File: src/rtl/elastic_pipe_reg.sv
// elastic_pipe_reg: chain of DEPTH skid-buffered valid/ready stages with synchronous flush
//   clk        : clock, every state update on its rising edge
//   reset      : synchronous active-high reset, beats flush
//   flush      : synchronous discard of every held entry (bubbles inserted)
//   in_valid   : upstream offers in_data
//   in_ready   : chain accepts this cycle (low during reset and flush)
//   in_data    : upstream payload, WIDTH bits
//   out_valid  : out_data holds the head entry
//   out_ready  : downstream consumes this cycle
//   out_data   : head payload straight from the last stage's main register
//   count      : number of entries held across the whole chain
module elastic_pipe_reg #(
    parameter int unsigned      WIDTH     = 64,
    parameter int unsigned      DEPTH     = 1,
    parameter logic [WIDTH-1:0] RESET_VAL = '0
) (
    input  logic                         clk,
    input  logic                         reset,
    input  logic                         flush,
    input  logic                         in_valid,
    output logic                         in_ready,
    input  logic [WIDTH-1:0]             in_data,
    output logic                         out_valid,
    input  logic                         out_ready,
    output logic [WIDTH-1:0]             out_data,
    output logic [$clog2(2*DEPTH+1)-1:0] count
);
    localparam int unsigned   CW      = $clog2(2*DEPTH+1);
    localparam logic [CW-1:0] CNT_MAX = CW'(2*DEPTH);

    typedef enum logic [1:0] {EMPTY, HALF, FULL} stage_state_t;

    logic             st_valid [DEPTH];
    logic             st_ready [DEPTH];
    logic [WIDTH-1:0] st_data  [DEPTH];
    logic             in_fire;
    logic             out_fire;

    assign in_ready  = st_ready[0] && !flush && !reset;
    assign out_valid = st_valid[DEPTH-1];
    assign out_data  = st_data[DEPTH-1];
    assign in_fire   = in_valid && in_ready;
    assign out_fire  = out_valid && out_ready;

    for (genvar s = 0; s < DEPTH; s++) begin : g_stage
        stage_state_t     state;
        logic [WIDTH-1:0] main_q;
        logic [WIDTH-1:0] skid_q;
        logic [WIDTH-1:0] up_data;
        logic             rdy_q;
        logic             take;
        logic             give;
        if (s == 0) begin : g_head
            assign take    = in_fire;
            assign up_data = in_data;
        end else begin : g_link
            assign take    = st_valid[s-1] && rdy_q;
            assign up_data = st_data[s-1];
        end
        if (s == DEPTH-1) begin : g_tail
            assign give = (state != EMPTY) && out_ready;
        end else begin : g_mid
            assign give = (state != EMPTY) && st_ready[s+1];
        end
        assign st_valid[s] = state != EMPTY;
        assign st_ready[s] = rdy_q;
        assign st_data[s]  = main_q;
        // rdy_q tracks (next state != FULL) so the upstream ready is a flop, not a
        // combinational function of the downstream ready
        always_ff @(posedge clk) begin
            if (reset || flush) begin
                state  <= EMPTY;
                main_q <= RESET_VAL;
                skid_q <= RESET_VAL;
                rdy_q  <= 1'b1;
            end else begin
                case (state)
                    EMPTY: if (take) begin
                        state  <= HALF;
                        main_q <= up_data;
                    end
                    HALF: if (take && !give) begin
                        state  <= FULL;
                        skid_q <= up_data;
                        rdy_q  <= 1'b0;
                    end else if (take) begin
                        main_q <= up_data;
                    end else if (give) begin
                        state <= EMPTY;
                    end
                    FULL: if (give) begin
                        state  <= HALF;
                        main_q <= skid_q;
                        rdy_q  <= 1'b1;
                    end
                    default: begin
                        state <= EMPTY;
                        rdy_q <= 1'b1;
                    end
                endcase
            end
        end
    end

    always_ff @(posedge clk) begin
        if (reset || flush)
            count <= '0;
        else if (in_fire && !out_fire && count != CNT_MAX)
            count <= count + CW'(1);
        else if (out_fire && !in_fire && count != '0)
            count <= count - CW'(1);
    end

    a_params: assert property (@(posedge clk) WIDTH >= 1 && DEPTH >= 1);
    a_count_max: assert property (@(posedge clk) reset || count <= CNT_MAX);
    a_out_stable: assert property (@(posedge clk)
        (out_valid && !out_ready && !reset && !flush) |=> $stable(out_data));
endmodule

File: config.mk
export PLATFORM = sky130hd
export DESIGN_NAME = elastic_pipe_reg
export DESIGN_NICKNAME = d
export VERILOG_FILES = /design/src/rtl/elastic_pipe_reg.sv
export SDC_FILE = /design/constraint.sdc
export NUM_CORES = 1
export LEC_CHECK = 0
export ABC_CLOCK_PERIOD_IN_PS = 3700
export CORE_MARGIN = 1.5
export CORE_UTILIZATION = 45
export DETAILED_ROUTE_END_ITERATION = 12
export PLACE_DENSITY = 0.74
export SYNTH_ARGS = -nofsm -noshare
export SYNTH_HDL_FRONTEND = slang
export SYNTH_SLANG_ARGS = --single-unit
File: constraint.sdc
create_clock -name clk -period 3.7 [get_ports clk]
set_input_delay 0.74 -clock clk [delete_from_list [all_inputs] [get_ports clk]]
set_output_delay 0.74 -clock clk [all_outputs]
set_load 0.05 [all_outputs]
# Word-level counts from Yosys, hierarchy flattened

Cells that the tools add are included.

$add $sub $neg: 2
Equal/unequal tests: 9
Multiplexer cells: 15
Bitwise operators: 1
Reduce and logical (&&, ||, !) cells: 22

Operators by type and width:

| cell                                                                   | number |
|---|---|
| 64-bit two-way mux                                                     | 3 |
| 64-bit case mux with 3 select lines                                    | 1 |
| 2-bit two-way mux                                                      | 7 |
| 2-bit inequality test (second input constant)                          | 5 |
| 1-bit logical AND                                                      | 8 |
| 3-bit inequality test (second input constant)                          | 2 |
| 2-bit case mux with 3 select lines                                     | 1 |
| 3-bit AND reduction                                                    | 2 |
| 2-bit nonzero test                                                     | 3 |
| 1-bit logical NOT                                                      | 4 |
| 4-bit AND reduction                                                    | 1 |
| 1-bit case mux with 3 select lines                                     | 1 |
| 3-bit nonzero test                                                     | 1 |
| 2-bit by 1-bit adder with 2-bit output (second input constant)         | 1 |
| 2-bit by 1-bit equality test with 1-bit output (second input constant) | 1 |
| 2-bit equality test (second input constant)                            | 1 |
| 2-bit logical NOT                                                      | 1 |
| 1-bit two-way mux                                                      | 2 |
| 2-bit AND reduction                                                    | 1 |
| 2-bit by 1-bit subtractor with 2-bit output (second input constant)    | 1 |
| 1-bit logical OR                                                       | 1 |
| 1-bit inverter                                                         | 1 |

Register bits after elaboration: 133
Input port bits: 69
Output and inout bits: 68

# Longest topological paths before layout

Gate-level depths: netlist of run 1.

Depth in word-level cells: 9
Mapped depth: 7

# Least setup slack after synthesis of run 1

No wires, ideal clock.

Path kind: input to output
From: in flush
To: out in_ready
Arrival time: 1.562 ns
Data required time: 2.960 ns
Slack: 1.398 ns
Stages: 3
Path through: or3b_1 buf_2 inv_1

Word-level cells in the longest chain between the ends: 3

RTL lines:

| item                           | line | RTL |
|---|---|---|
| from (decl)                    | 19   | `input logic flush,` |
| 1-bit logical NOT              | 39   | `assign in_ready = st_ready[0] && !flush && !reset;` |
| 1-bit logical AND (2 in a row) | 39   |  |
| to (decl)                      | 21   | `output logic in_ready,` |

No other way between the ends.

# Final worst setup path of run 1

Ends and elaborated chain as after synthesis.

==> flow_summary.json, run 1 <==
{
  "status": "finished, final reports clean",
  "p_int_uw": 2635,
  "worstPathRequired_ps": 2960,
  "gp_congestion": 0.7448,
  "wl_per_cell_um": 14.79,
  "boundaryPins": 137,
  "avgSynthCellArea_um2": 9.391,
  "grt_pass1_vias": 4474,
  "cts_buffers": 17,
  "wl_mm": 13.23,
  "first_iter_violations": 241,
  "ys.warnings.count": 0,
  "fin_worst_skew_ps": 6.835,
  "power_per_cell_area_nw_per_um2": 447.8,
  "cp-start-kind": "input port",
  "setup_tns_ps": 0,
  "synthCells": 601,
  "endpoint_kind": "primary output",
  "synth_top_family_by_area": "compound AO/OA/AOI/OAI gates",
  "setup_viol": 0,
  "n_antenna_cell": 0,
  "viasPerCell": 5.081,
  "overflow": 0,
  "worst_pin_slew_ps": 1234,
  "yosys.area_share.simple": 0.1492,
  "ant_nets": 0,
  "vias": 4542,
  "syn_nets": 670,
  "rsz0062_at_grt": "no",
  "grt_max_degree": 93,
  "hold_slack_ps": 447.9,
  "die_area_um2": 13220,
  "stdcell_count": 894,
  "p_leak_uw": 0.002891,
  "syn_area_um2": 5644,
  "synth_fa_ha_area_frac": 0,
  "synth_seq_cells": 133,
  "clock.fmax_ghz": 0.3666,
  "drt_first_pass_iters": 4,
  "clock_latency_ps": 400,
  "cts_tree": "done",
  "die_w_um": 115.0,
  "synth_compound_area_frac": 0.2035,
  "cp_max_fo": 5,
  "worstSetupPathType": "input port to primary output",
  "maxCapViolations": 0,
  "rows": 40,
  "ys_seq_area_frac": 0.4717,
  "drc": 0,
  "hp-class": "register to register",
  "finalCritPeriodShare": 0.7372,
  "post-dp-hpwl_mm": 8.457,
  "area_growth_pct": 34.56,
  "nets": 784,
  "cts_buffer_depth": 2,
  "switching_share": 0.2252,
  "clockRootBuffer": "clkbuf_16",
  "cts_max_level": 4,
  "clockPowerShare": 0.471,
  "hold_viol": 0,
  "place_ws_ps": 758.9,
  "fill_cells": 1004,
  "p_comb_frac": 0.098,
  "grtUsageTotal": 0.2047,
  "maxSlewViolCount": 0,
  "final_util": 0.6271,
  "setup_slack_ps": 972.4,
  "drive_gt1_frac": 0.1377,
  "start_util": 0.4660,
  "yosysUniqueCellTypes": 28,
  "synthXorXnorAreaFrac": 0.001552,
  "place_inst": 864,
  "clk_pin_slew_ps": 50,
  "ctsHoldBuffers": 0,
  "coreArea_um2": 12110,
  "grt_pass1_wl_mm": 21.39,
  "cts_resized": 0,
  "p_switching_uw": 765.8,
  "period_minus_slack_ps": 2728,
  "port_buffers": 136,
  "cts_sinks": 133,
  "synthMuxAreaShare": 0.1173,
  "ir_drop_mv": 0.3100,
  "cts_setup_buffers": 0,
  "antenna_found_initial": 0,
  "p_seq_frac": 0.431,
  "fp.dieH_um": 115.0,
  "cp_data_arrival_time_ps": 1990,
  "slew_headroom": 0.1775
}
critical path: stages:
cell and delay (ps):
clkdlybuf4s50_1 420, or3b_1 540, inv_1 100, buf_4 190
sequential cells by signal (all words and copies together), names as in the netlist:
name / flops
count: 2
g_stage.rdy_q: 1
g_stage.skid_q: 64
g_stage.state: 2
out_data: 64
final timing paths:
| kind | to | start | slack [ps] | cells past startpoint |
|---|---|---|---|---|
| worst max register to register | out_data[19] | g_stage[0].rdy_q | 1490 | 5 |
| worst max-delay path | in_ready | flush | 970 | 4 |
| worst min-delay path | g_stage[0].skid_q[6] | g_stage[0].skid_q[6] | 450 | 2 |
| worst min register to register | g_stage[0].skid_q[6] | g_stage[0].skid_q[6] | 450 | 2 |
synth_stat cells (all sizes together):
library cell	n	area (um2)
buf	31	245.2
nor2	69	259.0
or3b	1	8.760
nor3	1	16.27
nand2b	4	25.02
o21ai	2	10.01
xnor2	1	8.760
nand3b	1	7.510
mux2i	65	650.6
a211oi	66	775.7
mux2	1	11.26
or3	1	6.260
or2	2	12.51
clkbuf	19	71.32
o31ai	1	12.51
nand3	1	5.000
nor2b	1	6.260
a21oi	64	320.3
o21a	2	15.01
o22ai	1	6.260
nand2	132	495.5
inv	1	3.750
a311oi	1	8.760
dfxtp	133	2663
power by group through the flow:
stage	sequential [uW]	clock (uW)	combinational [uW]
floorplan	1550	0	136
global placement	1490	0	328
detailed placement	1490	0	335
CTS	1460	1630	336
global route	1470	1700	356
finish	1460	1600	334
stage by stage:
stage / area [um2] / total power [uW]
after floorplan: 5644 / 1688
after global placement: 7022 / 1822
after detailed placement: 7022 / 1829
after CTS: 7595 / 3435
after global routing: 7595 / 3526
final: 7595 / 3401
kinds of logic after synthesis:
kind of cell	Yosys count
buffers and inverters	51
AND/OR/NAND/NOR	213
flip-flops	133
AO/OA/AOI/OAI	137
multiplexers	66
XOR/XNOR	1
routing by layer:
metal  part of all wire  vias to the layer above  track usage
li1                   -                     2286            -
met4              0.014                        0      0.06914
met3              0.053                       15      0.05693
met2               0.49                      115       0.3488
met1               0.44                     2126       0.2498
met5                  0                        -            0
final cells by class:
| cell class | count | area, um2 | share of cell area |
|---|---|---|---|
| Clock buffer | 27 | 533.0 | 0.07018 |
| Clock inverter | 3 | 40.04 | 0.005272 |
| Inverter | 1 | 3.754 | 0.0004942 |
| Multi-Input combinational cell | 417 | 2681 | 0.3530 |
| Sequential cell | 133 | 2663 | 0.3506 |
| Tap cell | 168 | 210.2 | 0.02768 |
| Timing Repair Buffer | 145 | 1464 | 0.1928 |
cells in the final DEF, fill, tap and decap left out, types with 7 or more instances in the layout:
| cell | n |
|---|---|
| buf_4 | 7 |
| clkbuf_8 | 7 |
| clkdlybuf4s50_1 | 135 |
| nand2_1 | 132 |
| a211oi_2 | 56 |
| a211oi_1 | 10 |
| a21oi_1 | 64 |
| mux2i_1 | 65 |
| nor2_1 | 69 |
| dfxtp_1 | 133 |
| clkbuf_16 | 17 |
Note: power is estimated with default switching activity, not from simulation.
==> run 2: changes to the inputs <==
- ABC_CLOCK_PERIOD_IN_PS: 3700 -> 2700
- clock period: 3.7 -> 2.7 ns (I/O delays scaled with it)
==> run 2 against run 1 <==
Net effect:
- worst hold slack got worse by 0.51 ps
- clock power rose by 48%
- count of clock-buffer cells in the layout is 6 lower
- sequential cell count unchanged
- worst setup slack got worse by 660 ps
- design area up 1.8%
- power grew 42%
- wire length grew 1.4%
- largest power group unchanged
==> flow_summary.json, run 2 (same netlist as run 1, synthesis figures left out) <==
{
  "vias": 4612,
  "ant_nets": 0,
  "cts_resized": 0,
  "fin_worst_skew_ps": 10.45,
  "stdcell_count": 895,
  "power_per_cell_area_nw_per_um2": 626.1,
  "place_ws_ps": -7.125,
  "viasPerCell": 5.153,
  "grt_pass1_vias": 4522,
  "period_minus_slack_ps": 2389,
  "p_int_uw": 3770,
  "cp_max_fo": 7,
  "clockRootBuffer": "clkbuf_16",
  "die_w_um": 115.0,
  "status": "finished, final reports clean",
  "port_buffers": 136,
  "ir_drop_mv": 0.3934,
  "rows": 40,
  "first_iter_violations": 229,
  "p_comb_frac": 0.096,
  "ff_latch_area_um2": 2663,
  "nets": 785,
  "mostFrequentLayoutCells": "clkdlybuf4s50_1 (135), dfxtp_1 (133), nand2_1 (132), nor2_1 (69), mux2i_1 (65)",
  "start_util": 0.4660,
  "place_inst": 865,
  "coreArea_um2": 12110,
  "worstSetupPathType": "register to primary output",
  "maxSlewViolCount": 0,
  "cts_setup_buffers": 0,
  "cts_buffer_depth": 2,
  "p_seq_frac": 0.415,
  "wl_per_cell_um": 14.98,
  "cts_tree": "done",
  "p_switching_uw": 1069,
  "use_met2": 0.3468,
  "slew_headroom": 0.6183,
  "grt_max_degree": 68,
  "clk_pin_slew_ps": 50,
  "gp_congestion": 0.7718,
  "cts_buffers": 17,
  "endpoint_kind": "primary output",
  "cts_max_level": 4,
  "n_antenna_cell": 0,
  "rsz0062_at_grt": "no",
  "worstPathCellList": "or2_2 > clkdlybuf4s50_1",
  "grtUsageTotal": 0.2066,
  "post-dp-hpwl_mm": 8.736,
  "area_growth_pct": 36.93,
  "final_util": 0.6381,
  "grt_busiest_layer": "met2",
  "worst_pin_slew_ps": 570.8,
  "drc": 0,
  "slowest_stage": "clkdlybuf4s50_1",
  "crit_family": "buffers and inverters",
  "fill_cells": 1010,
  "clock.fmax_ghz": 0.4185,
  "finalCritPeriodShare": 0.8849,
  "cts_sinks": 133,
  "clock_latency_ps": 410,
  "grt_pass1_wl_mm": 21.40,
  "ctsHoldBuffers": 0,
  "overflow": 0,
  "layout_commonest_cell": "clkdlybuf4s50_1",
  "multi_input_area_um2": 2681,
  "use_met1": 0.2502,
  "p_leak_uw": 0.002939,
  "die_area_um2": 13220,
  "wl_mm": 13.40,
  "cpPeakStageDelay_ps": 820,
  "setup_slack_ps": 310.8,
  "antenna_found_initial": 0,
  "grtUsageMet3": 0.06115,
  "boundaryPins": 137,
  "hold_viol": 0,
  "drive_gt1_frac": 0.1403,
  "critPathBufInv": 1,
  "worstPathRequired_ps": 2160,
  "fp.dieH_um": 115.0,
  "hp-class": "register to register",
  "switching_share": 0.2210,
  "cp_data_arrival_time_ps": 1850,
  "clockPowerShare": 0.489,
  "setup_viol": 0,
  "maxCapViolations": 0,
  "drt_first_pass_iters": 4,
  "cp-start-kind": "register"
}
[run 2: cell count changes in the layout (fill, tap and decap cells not counted)]
cell,delta
buf_12,+7
buf_4,-6
bufinv_16,+3
clkbuf_1,-1
clkbuf_8,-5
clkinv_2,+1
clkinvlp_4,+1
inv_6,+1
[run 2: final cells by class]
type / count / share of cell area
Timing Repair Buffer: 146 / 0.2017
Inverter: 1 / 0.0004857
Clock inverter: 9 / 0.01959
Clock buffer: 21 / 0.05958
Sequential cell: 133 / 0.3445
Tap cell: 168 / 0.02720
Multi-Input combinational cell: 417 / 0.3469
[run 2: power by group through the flow]
stage	combinational, uW	sequential (uW)	clock (uW)
floorplan	187	2130	0
global placement	453	2050	0
detailed placement	463	2050	0
CTS	467	2010	2420
global route	493	2010	2510
finish	465	2010	2370
[run 2: stage by stage]
step | setup TNS (ps) | cell area [um2] | hold slack (ps) | power (uW)
floorplan | 0 | 5644 | 431.2 | 2313
global placement | 0 | 7117 | 437.0 | 2501
detailed placement | -7.125 | 7117 | 442.3 | 2511
CTS | 0 | 7729 | 450.3 | 4893
global route | 0 | 7729 | 467.7 | 5009
finish | 0 | 7729 | 447.4 | 4839
[run 2: final timing paths]
kind | start | endpoint | cells after the start | slack (ps)
setup reg to reg | g_stage[0].rdy_q | out_data[19] | 5 | 540
setup / recovery | g_stage[0].state[1] | out_valid | 2 | 310
hold reg to reg | g_stage[0].skid_q[41] | g_stage[0].skid_q[41] | 2 | 450
hold / removal | g_stage[0].skid_q[41] | g_stage[0].skid_q[41] | 2 | 450
[run 2: layer usage]
layer	up-vias	share of wire
met3	10	0.052
met2	117	0.50
met1	2195	0.44
met4	0	0.014
li1	2290	-
met5	-	0
[run 2: worst min-delay path: cells and delay by family (launching register included)]
kind / cells / cell delay, ps
flip-flops: 1 / 300
AND/OR/NAND/NOR: 1 / 50
AO/OA/AOI/OAI: 1 / 50
